$ cat src/rtl/tube_pkg.sv
// Shared types and default constants for the slave-side tube latch engine.
package tube_pkg;

  typedef logic [7:0] byte_t;

  typedef enum logic [2:0] {
    ST_IDLE,
    ST_WR_SETUP,
    ST_WR_STROBE,
    ST_WR_HOLD,
    ST_RD_OE,
    ST_RD_CAP,
    ST_RD_WAIT
  } tube_slave_state_t;

  localparam tube_slave_state_t STATE_RESET = ST_IDLE;

  localparam int unsigned DEFAULT_TX_DEPTH    = 4;
  localparam int unsigned DEFAULT_STROBE_CYC  = 2;
  localparam int unsigned DEFAULT_RD_CYC      = 2;
  localparam int unsigned DEFAULT_GUARD_CYC   = 3;
  localparam int unsigned DEFAULT_TIMEOUT_CYC = 255;

  // Larger of two unsigned values, for sizing shared counters.
  function automatic int unsigned max_u(input int unsigned a, input int unsigned b);
    return (a > b) ? a : b;
  endfunction

endpackage

$ cat src/rtl/tube_byte_fifo.sv
// Small synchronous byte FIFO; head is read straight from the storage registers.
module tube_byte_fifo
  import tube_pkg::*;
#(
  parameter int unsigned DEPTH = DEFAULT_TX_DEPTH
) (
  input  logic  clk,
  input  logic  reset,
  input  logic  push,
  input  byte_t push_data,
  input  logic  pop,
  output byte_t head,
  output logic  full,
  output logic  empty
);

  localparam int unsigned AW = $clog2(DEPTH);

  byte_t          mem [DEPTH];
  logic  [AW:0]   wr_ptr;
  logic  [AW:0]   rd_ptr;
  logic           do_push;
  logic           do_pop;

  // A push while full is refused; a pop while empty is ignored.
  assign do_push = push & ~full;
  assign do_pop  = pop & ~empty;

  assign empty = (wr_ptr == rd_ptr);
  assign full  = (wr_ptr[AW] != rd_ptr[AW]) && (wr_ptr[AW-1:0] == rd_ptr[AW-1:0]);
  assign head  = mem[rd_ptr[AW-1:0]];

  // Pointer update.
  always_ff @(posedge clk or posedge reset) begin
    if (reset) begin
      wr_ptr <= '0;
      rd_ptr <= '0;
    end else begin
      if (do_push) wr_ptr <= wr_ptr + (AW+1)'(1);
      if (do_pop)  rd_ptr <= rd_ptr + (AW+1)'(1);
    end
  end

  // Storage write.
  always_ff @(posedge clk) begin
    if (do_push) mem[wr_ptr[AW-1:0]] <= push_data;
  end

endmodule

$ cat src/rtl/tube_slave_ctrl.sv
// Slave-side tube latch engine: tx FIFO to slave->host latch, host->slave latch to rx stream.
// Optional watchdog enabled by defining TUBE_SLAVE_TIMEOUT_EN.
module tube_slave_ctrl
  import tube_pkg::*;
#(
  parameter int unsigned TX_DEPTH    = DEFAULT_TX_DEPTH,
  parameter int unsigned STROBE_CYC  = DEFAULT_STROBE_CYC,
  parameter int unsigned RD_CYC      = DEFAULT_RD_CYC,
  parameter int unsigned GUARD_CYC   = DEFAULT_GUARD_CYC,
  parameter int unsigned TIMEOUT_CYC = DEFAULT_TIMEOUT_CYC
) (
  input  logic  clk,
  input  logic  reset,
  input  logic  slave_dor,
  input  logic  slave_dir,
  input  byte_t slave_data_i,
  output byte_t slave_data_o,
  output logic  slave_data_oe,
  output logic  slave_wr,
  output logic  slave_rd_b,
  input  byte_t tx_data,
  input  logic  tx_valid,
  output logic  tx_ready,
  output byte_t rx_data,
  output logic  rx_valid,
  input  logic  rx_ready,
  output logic  timeout_err
);

  localparam int unsigned CNT_W = $clog2(max_u(STROBE_CYC, RD_CYC) + 1);
  localparam int unsigned GW    = $clog2(GUARD_CYC + 1);

  tube_slave_state_t state;
  logic [CNT_W-1:0]  cnt;
  logic [GW-1:0]     wr_guard;
  logic [GW-1:0]     rd_guard;
  logic              last_wr;
  byte_t             fifo_head;
  logic              fifo_full;
  logic              fifo_empty;
  logic              rd_elig;
  logic              wr_elig;

  tube_byte_fifo #(.DEPTH(TX_DEPTH)) u_fifo (
    .clk       (clk),
    .reset     (reset),
    .push      (tx_valid),
    .push_data (tx_data),
    .pop       (state == ST_WR_HOLD),
    .head      (fifo_head),
    .full      (fifo_full),
    .empty     (fifo_empty)
  );

  assign tx_ready = ~fifo_full;
  assign rd_elig  = slave_dir & ~rx_valid & (rd_guard == '0);
  assign wr_elig  = slave_dor & ~fifo_empty & (wr_guard == '0);

  // Transfer sequencer, guard timers and rx holding register.
  always_ff @(posedge clk or posedge reset) begin
    if (reset) begin
      state         <= STATE_RESET;
      cnt           <= '0;
      wr_guard      <= '0;
      rd_guard      <= '0;
      last_wr       <= 1'b1;
      slave_wr      <= 1'b0;
      slave_rd_b    <= 1'b1;
      slave_data_oe <= 1'b0;
      slave_data_o  <= '0;
      rx_valid      <= 1'b0;
      rx_data       <= '0;
    end else begin
      if (wr_guard != '0) wr_guard <= wr_guard - GW'(1);
      if (rd_guard != '0) rd_guard <= rd_guard - GW'(1);
      if (rx_valid && rx_ready) rx_valid <= 1'b0;

      case (state)
        ST_IDLE: begin
          // Alternate priority when both directions are ready.
          if (rd_elig && (!wr_elig || last_wr)) begin
            state      <= ST_RD_OE;
            slave_rd_b <= 1'b0;
            cnt        <= CNT_W'(RD_CYC - 1);
            last_wr    <= 1'b0;
          end else if (wr_elig) begin
            state         <= ST_WR_SETUP;
            slave_data_o  <= fifo_head;
            slave_data_oe <= 1'b1;
            last_wr       <= 1'b1;
          end
        end
        ST_WR_SETUP: begin
          state    <= ST_WR_STROBE;
          slave_wr <= 1'b1;
          cnt      <= CNT_W'(STROBE_CYC - 1);
        end
        ST_WR_STROBE: begin
          if (cnt == '0) begin
            state    <= ST_WR_HOLD;
            slave_wr <= 1'b0;
          end else begin
            cnt <= cnt - CNT_W'(1);
          end
        end
        ST_WR_HOLD: begin
          state         <= ST_IDLE;
          slave_data_oe <= 1'b0;
          wr_guard      <= GW'(GUARD_CYC);
        end
        ST_RD_OE: begin
          // Sample the bus on the last enabled cycle, then release the latch.
          if (cnt == '0) begin
            state      <= ST_RD_CAP;
            rx_data    <= slave_data_i;
            slave_rd_b <= 1'b1;
          end else begin
            cnt <= cnt - CNT_W'(1);
          end
        end
        ST_RD_CAP: begin
          state    <= ST_RD_WAIT;
          rx_valid <= 1'b1;
          rd_guard <= GW'(GUARD_CYC);
        end
        ST_RD_WAIT: state <= ST_IDLE;
        default:    state <= STATE_RESET;
      endcase
    end
  end

`ifdef TUBE_SLAVE_TIMEOUT_EN
  localparam int unsigned TW = $clog2(TIMEOUT_CYC + 1);

  logic [TW-1:0] to_cnt;
  logic          to_run;

  assign to_run = (~fifo_empty & ~slave_dor) | (rx_valid & ~rx_ready);

  // Watchdog: counts consecutive stalled cycles, flag is sticky.
  always_ff @(posedge clk or posedge reset) begin
    if (reset) begin
      to_cnt      <= '0;
      timeout_err <= 1'b0;
    end else if (!to_run) begin
      to_cnt <= '0;
    end else begin
      if (to_cnt != TW'(TIMEOUT_CYC)) to_cnt <= to_cnt + TW'(1);
      if (to_cnt == TW'(TIMEOUT_CYC - 1)) timeout_err <= 1'b1;
    end
  end
`else
  // Watchdog absent; parameter retained so both builds share one interface.
  assign timeout_err = 1'b0 && (TIMEOUT_CYC != 0);
`endif

endmodule

$ cat config.mk
export PLATFORM = sky130hd
export DESIGN_NAME = tube_slave_ctrl
export DESIGN_NICKNAME = d
export VERILOG_FILES = /design/src/rtl/tube_pkg.sv /design/src/rtl/tube_byte_fifo.sv /design/src/rtl/tube_slave_ctrl.sv
export SDC_FILE = /design/constraint.sdc
export NUM_CORES = 1
export LEC_CHECK = 0
export ABC_CLOCK_PERIOD_IN_PS = 1600
export CAP_MARGIN = 20
export CORE_MARGIN = 4
export CORE_UTILIZATION = 59
export CTS_BUF_LIST = sky130_fd_sc_hd__clkbuf_4 sky130_fd_sc_hd__clkbuf_8
export DETAILED_ROUTE_END_ITERATION = 10
export DONT_BUFFER_PORTS = 1
export PLACE_DENSITY = 0.78
export SLEW_MARGIN = 15
export SYNTH_ARGS = -nofsm -noshare
export SYNTH_HDL_FRONTEND = slang
export SYNTH_SLANG_ARGS = --single-unit
$ cat constraint.sdc
create_clock -name clk -period 1.6 [get_ports clk]
set_input_delay 0.16 -clock clk [delete_from_list [all_inputs] [get_ports clk]]
set_output_delay 0.16 -clock clk [all_outputs]
set_load 0.02 [all_outputs]
# Word-level counts from Yosys, hierarchy flattened
# Memory sizes are Yosys's and may differ from the RTL's. A register that Yosys moved wholly into a read port is not among the register bits.
# Cells that the tools add are included.
dict set report classes {
  add_sub_neg 5
  eq_ne 15
  n_mux 25
  bitwise 10
  n_reduce_logical 28
}
# cell count
set ops {}
lappend ops {{nonzero test 2 bit} 9}
lappend ops {{case mux 3 bit (5 select lines)} 1}
lappend ops {{AND reduction 3 bit} 5}
lappend ops {{two-way mux 2 bit} 6}
lappend ops {{two-way mux 3 bit} 4}
lappend ops {{!= test 2 bit, second input constant} 6}
lappend ops {{two-way mux 1 bit} 10}
lappend ops {{adder 3 x 1 -> 3 bit, second input constant} 2}
lappend ops {{bitwise AND 1 bit} 6}
lappend ops {{equality test 3 x 2 -> 1 bit, second input constant} 2}
lappend ops {{equality test 3 bit, second input constant} 2}
lappend ops {{zero test 2 bit} 3}
lappend ops {{case mux 1 bit (2 select lines)} 3}
lappend ops {{case mux 2 bit (3 select lines)} 1}
lappend ops {{AND reduction 2 bit} 3}
lappend ops {{subtractor 2 x 1 -> 2 bit, second input constant} 3}
lappend ops {{inverter 1 bit} 4}
lappend ops {{equality test 3 x 1 -> 1 bit, second input constant} 1}
lappend ops {{equality test 3 bit} 1}
lappend ops {{logical AND 1 bit} 3}
lappend ops {{zero test 3 bit} 1}
lappend ops {{!= test 3 bit, second input constant} 1}
lappend ops {{nonzero test 3 bit} 1}
lappend ops {{equality test 2 bit} 1}
lappend ops {{4 further kinds} 4}
dict set report word_totals {
  reg_bits 28
  mem_bits_rw 32
  inputBits 22
  wordCells 96
  memories 1
}
# name words word_bits rd rd_clocked_by_memory_dff wr line
set mem_list {}
lappend mem_list {u_fifo.mem 4 8 1 1 1 tube_byte_fifo.sv:19} ;# byte_t mem [DEPTH];

# Depth between registers and ports, before layout
dict set report depth {
  ltp_word 9
  depth_mapped 7
}

# By module
# A second synthesis with hierarchy kept.
dict set report unflattened {
  cells_unflattened 206
  hier_area_um2 3061.7
}
# mod instances cells_each area_per_inst_um2
set modules_own_cells {}
lappend modules_own_cells {tube_byte_fifo 1 91 1679.1}
lappend modules_own_cells {tube_slave_ctrl 1 115 1382.6}

# Worst setup path before layout
# No wires, ideal clock.
dict set report synth_path {
  kind {register -> register}
  startpoint {register u_fifo.rd_ptr[1]}
  endpoint {memory u_fifo.mem[3][0] (netlist name), enable pin}
  setup_time_ps 339
  arrival_ps 1405
  required_ps 1261
  slack_ps -144
  path_stages_with_launch 5
  path_buffers 1
  synth_period_minus_slack_ps 1744
  cell_sequence {dfrtp_1 > buf_4 > xnor2_1 > a31oi_1 > and2_1}
}
dict set report synth_between {
  elab_chain_len 6
}
# item line
set synth_lines {}
lappend synth_lines {{start: declaration} tube_byte_fifo.sv:21} ;# logic [AW:0] rd_ptr;
lappend synth_lines {{start signal: assignment} tube_byte_fifo.sv:40} ;# if (do_pop) rd_ptr <= rd_ptr + (AW+1)'(1);
lappend synth_lines {{equality test 2 bit} tube_byte_fifo.sv:30} ;# assign full = (wr_ptr[AW] != rd_ptr[AW]) && (wr_ptr[AW-1:0] == rd_ptr[AW-1:0]);
lappend synth_lines {{logical AND 1 bit} tube_byte_fifo.sv:30}
lappend synth_lines {{inverter 1 bit} tube_byte_fifo.sv:26} ;# assign do_push = push & ~full;
lappend synth_lines {{bitwise AND 1 bit} tube_byte_fifo.sv:26}
lappend synth_lines {{two-way mux 1 bit} tube_byte_fifo.sv:46} ;# if (do_push) mem[wr_ptr[AW-1:0]] <= push_data;
lappend synth_lines {{two-way mux 1 bit (not written as such)} tube_byte_fifo.sv:46}
lappend synth_lines {{end: declaration} tube_byte_fifo.sv:19}
# No other way between the ends.

# Final worst setup path
dict set report layout_path {
  startpoint {register u_fifo.rd_ptr[2]}
  endpoint {register slave_data_o[6], read port of u_fifo.mem}
}
dict set report layout_between {
  elab_chain_len 9
}
# item line
set layout_lines {}
lappend layout_lines {{equality test 3 bit *} tube_byte_fifo.sv:29} ;# assign empty = (wr_ptr == rd_ptr);
lappend layout_lines {{inverter 1 bit *} tube_slave_ctrl.sv:57} ;# assign wr_elig = slave_dor & ~fifo_empty & (wr_guard == '0);
lappend layout_lines {{bitwise AND 1 bit * (2 in series)} tube_slave_ctrl.sv:57}
lappend layout_lines {{zero test 1 bit} tube_slave_ctrl.sv:81} ;# if (rd_elig && (!wr_elig || last_wr)) begin
lappend layout_lines {{logical OR 1 bit} tube_slave_ctrl.sv:81}
lappend layout_lines {{logical AND 1 bit} tube_slave_ctrl.sv:81}
lappend layout_lines {{inverter 1 bit (no source line)} n/a}
lappend layout_lines {{AND reduction 3 bit (no source line) *} n/a}
lappend layout_lines {{end: declaration} tube_slave_ctrl.sv:17} ;# output byte_t slave_data_o,
# Every way passes the cells marked *; elsewhere a longest branch is shown, timed or not.
# A chain may end at the register's enable or synchronous reset.

==> summary.md <==
| Metric | Value |
|---|---|
| Outcome | `finished with violations` |
| Failing checks | `setup timing` |
| Final GP Congestion | `0.808` |
| Worst Path Arrival | `1.89 ns` |
| 1st-iter DRT viols | `125` |
| CP required | `1.82 ns` |
| Wl on met1 | `2.26 mm` |
| Cell taking the most area after synthesis | `edfxtp_1` |
| CTS tree | `done` |
| Met3 routed WL | `222 um` |
| Area added between synthesis and finish | `24.9%` |
| DR vias | `1640` |
| Tot GR Track Use | `19.6%` |
| Die extent in y | `78.1 um` |
| Total power | `0.00724 W` |
| Gr ovfl total | `0` |
| Total core area | `4750 um2` |
| Antenna violations before repair | `0` |
| Fmax | `597 MHz` |
| H-tree Lvls | `3` |
| Sinks on Clock Net | `68` |
| Post-Route Setup TNS | `-0.508 ns` |
| Hold Vio Cnt, Final | `0` |
| Max-Cap Viols | `0` |
| Met2 WL post-DR | `2.90 mm` |
| Layout cells sized above 1 | `40.0%` |
| First-pass GRT wire length | `8.78 mm` |
| Min-Delay Path Class | `in2reg` |
| Top sig layer | `met4` |
| Largest net degree at the start of global routing | `32` |
| Buf/Inv on CP | `1` |
| Period utilization | `105%` |
| Critical path cell sequence | `xor2_1, nand3b_1, nand4_2, buf_12, mux2_4` |
| Final WL | `5.46 mm` |
| Post-Route Skew | `0.00696 ns` |
| Leak pwr | `1.54 nW` |
| Int Pwr | `0.00471 W` |
| Power Density | `2000 nW/um2` |
| Worst path max stage delay | `0.39 ns` |
| Family with the most delay on the worst path | `simple AND/OR/NAND/NOR gates` |
| DRC viols | `0` |
| Clock root cell | `clkbuf_8` |
| Die W | `78.1 um` |
| Reg clk slew, reported paths | `0.07 ns` |
| Die area | `6100 um2` |
| WL/cell | `17.5 um` |
| Antenna Cells | `0` |
| Register area share after synthesis | `64.3%` |
| Worst Path Max Fanout | `7` |
| Setup ws final | `-0.0758 ns` |
| Sw Ratio | `35.0%` |
| Distinct cells, synth | `38` |
| Antenna viol nets, final | `0` |
| Top cells by area, synth | `edfxtp_1 (33%), dfrtp_1 (29%), mux4_2 (6.2%), mux2_2 (5.0%), mux2_4 (3.6%)` |
| Syn nets | `217` |
| Filler cells | `305` |
| Psw | `0.00253 W` |
| RSZ-0062 raised after global routing | `true` |
| CP Launch Type | `flop` |
| Vias/cell | `5.26` |
| Yosys top cell area share | `33.1%` |
| FP Rows | `25` |
| Clock share of power | `19.1%` |
| Setup violators final | `11` |
| Port Buf Inserts | `0` |
| Clock Tree Buf Depth | `2` |
| CP endpoint kind | `flop` |
| Avg Cell Area, Syn | `15.5 um2` |
| Final Max Tran Viols | `0` |
| Pre-Repair DR Iteration Count | `4` |
| TritonCTS Buffers | `9` |
| Syn. warnings | `0` |
| Min Tclk post-route | `1.68 ns` |
| Critical path class | `reg2reg` |
| Starting Density | `61.0%` |
| Number of synthesized register bits | `68` |
| Vias in the first global route | `1789` |
| Place WS | `-0.165 ns` |
| Sequential Power Share | `42.8%` |
| # nets final | `270` |
| CP max stage cell | `dfrtp_1` |
| Cell area after synthesis | `2900 um2` |
| Mapped Cells | `187` |
| Worst vdd ir | `1.44 mV` |
| Comb power frac | `38.1%` |
| Clk_lat worst skew | `0.34 ns` |
| Ports | `44` |
| DP Wirelength | `3.61 mm` |
[path summary, 6_finish.rpt]
kind | to | startpoint | cells past startpoint | slack, ns
setup / recovery | slave_data_o[6] | u_fifo.rd_ptr[2] | 5 | -0.08
hold / removal | state[2] | slave_dir | 3 | 0.12
setup reg to reg | slave_data_o[6] | u_fifo.rd_ptr[2] | 5 | -0.08
hold reg to reg | last_wr | last_wr | 2 | 0.51
max in group asynchronous | last_wr | reset | 3 | 0.74
min in group asynchronous | rx_data[7] | reset | 2 | 0.18
[cell families after synthesis]
family	Yosys count	synth area share, %
other	1	0.129
multiplexers	30	15.6
AO/OA/AOI/OAI	14	3.06
AND/OR/NAND/NOR	34	6.52
flip-flops	68	64.3
adder cells (fa/ha/maj)	8	3.45
XOR/XNOR	10	3.02
buffers and inverters	22	3.93
[synthesized netlist by cell type (all sizes together)]
library cell,n
a211o,1
a211oi,1
a21boi,1
a21oi,5
a22oi,1
a31oi,2
and2,4
and3,1
and3b,1
buf,7
conb,1
dfrtp,34
dfstp,2
edfxtp,32
ha,8
inv,15
mux2,20
mux2i,2
mux4,8
nand2,10
nand3,2
nand3b,2
nand4,2
nor2,5
nor2b,2
nor3,4
o21ai,2
o22ai,1
or3,1
xnor2,5
xor2,5
[per-layer routing]
metal  up-vias  track usage (%)
li1        772                -
met1       820             24.0
met2        39             32.9
met3         9             5.39
met4         0             8.39
met5         -                0
[cell type report]
class                   count  area [um2]  share of cell area [%]
clock buffers               9         124                    3.42
clock inverters             7        75.1                    2.07
inverters                  15        56.3                    1.55
multi-input cells          97         992                    27.4
flip-flops and latches     68        1860                    51.5
well taps                  67        83.8                    2.32
repair buffers             49         425                    11.7
[state kept, by name (all words and copies together), names as in the netlist, 2 cells and up]
register       flops
u_fifo.wr_ptr      3
slave_data_o       8
rd_guard           2
wr_guard           2
state              3
cnt                2
u_fifo.rd_ptr      3
rx_data            8
u_fifo.mem        32
[layout by cell type, fill, tap and decap left out, types with 2 or more instances in the layout]
cell	n
dlygate4sd3_1	18
nor2b_2	2
xnor2_1	3
ha_1	6
ha_2	2
dfstp_2	2
clkbuf_8	9
mux2_4	7
inv_1	14
edfxtp_1	32
xnor2_2	2
nor2_1	5
xor2_1	5
clkinv_4	2
mux2_2	13
nand3_1	2
nand2_1	10
and2_4	4
mux4_2	8
o21ai_0	2
buf_4	30
dfrtp_1	34
nor3_2	2
nor3_1	2
a21oi_1	4
nand3b_1	2
[through the flow]
| step | utilization [%] | hold slack (ns) | std cells | area (um2) |
|---|---|---|---|---|
| 2_1_floorplan | - | 0.256 | 187 | 2930 |
| 3_3_place_gp | 66.4 | -0.0363 | 273 | 3160 |
| 3_5_place_dp | 66.4 | -0.0266 | 273 | 3160 |
| 4_1_cts | 75.5 | 0.104 | 311 | 3590 |
| 5_1_grt | 76.2 | 0.115 | 312 | 3620 |
| 6_report | 76.2 | 0.119 | 312 | 3620 |
[worst register-to-register path: cells and delay by family, from the launching register on]
| family | cells | cell delay (ns) |
|---|---|---|
| xor+xnor | 1 | 0.17 |
| buf+inv | 1 | 0.15 |
| flops | 1 | 0.39 |
| mux | 1 | 0.31 |
| simple gates | 2 | 0.55 |
[power by group through the flow]
stage / logic (W) / registers (W) / clock network (W)
CTS: 0.00265 / 0.00310 / 0.00140
finish: 0.00276 / 0.00310 / 0.00138
global route: 0.00302 / 0.00316 / 0.00150
global placement: 0.00232 / 0.00310 / 0
floorplan: 0.00174 / 0.00304 / 0
detailed placement: 0.00246 / 0.00313 / 0
[what timing repair did]
item / 4_1_cts / 5_1_grt
gates resized for setup: 10 / 6
setup endpoints to repair: 39 / 46
pin swaps: 6 / 5
hold endpoints to repair: 75 / 0
buffers inserted: 4 / 1
hold buffers: 18 / 0
cloned: 0 / 0
No activity file was read; power rests on OpenSTA's default activity.
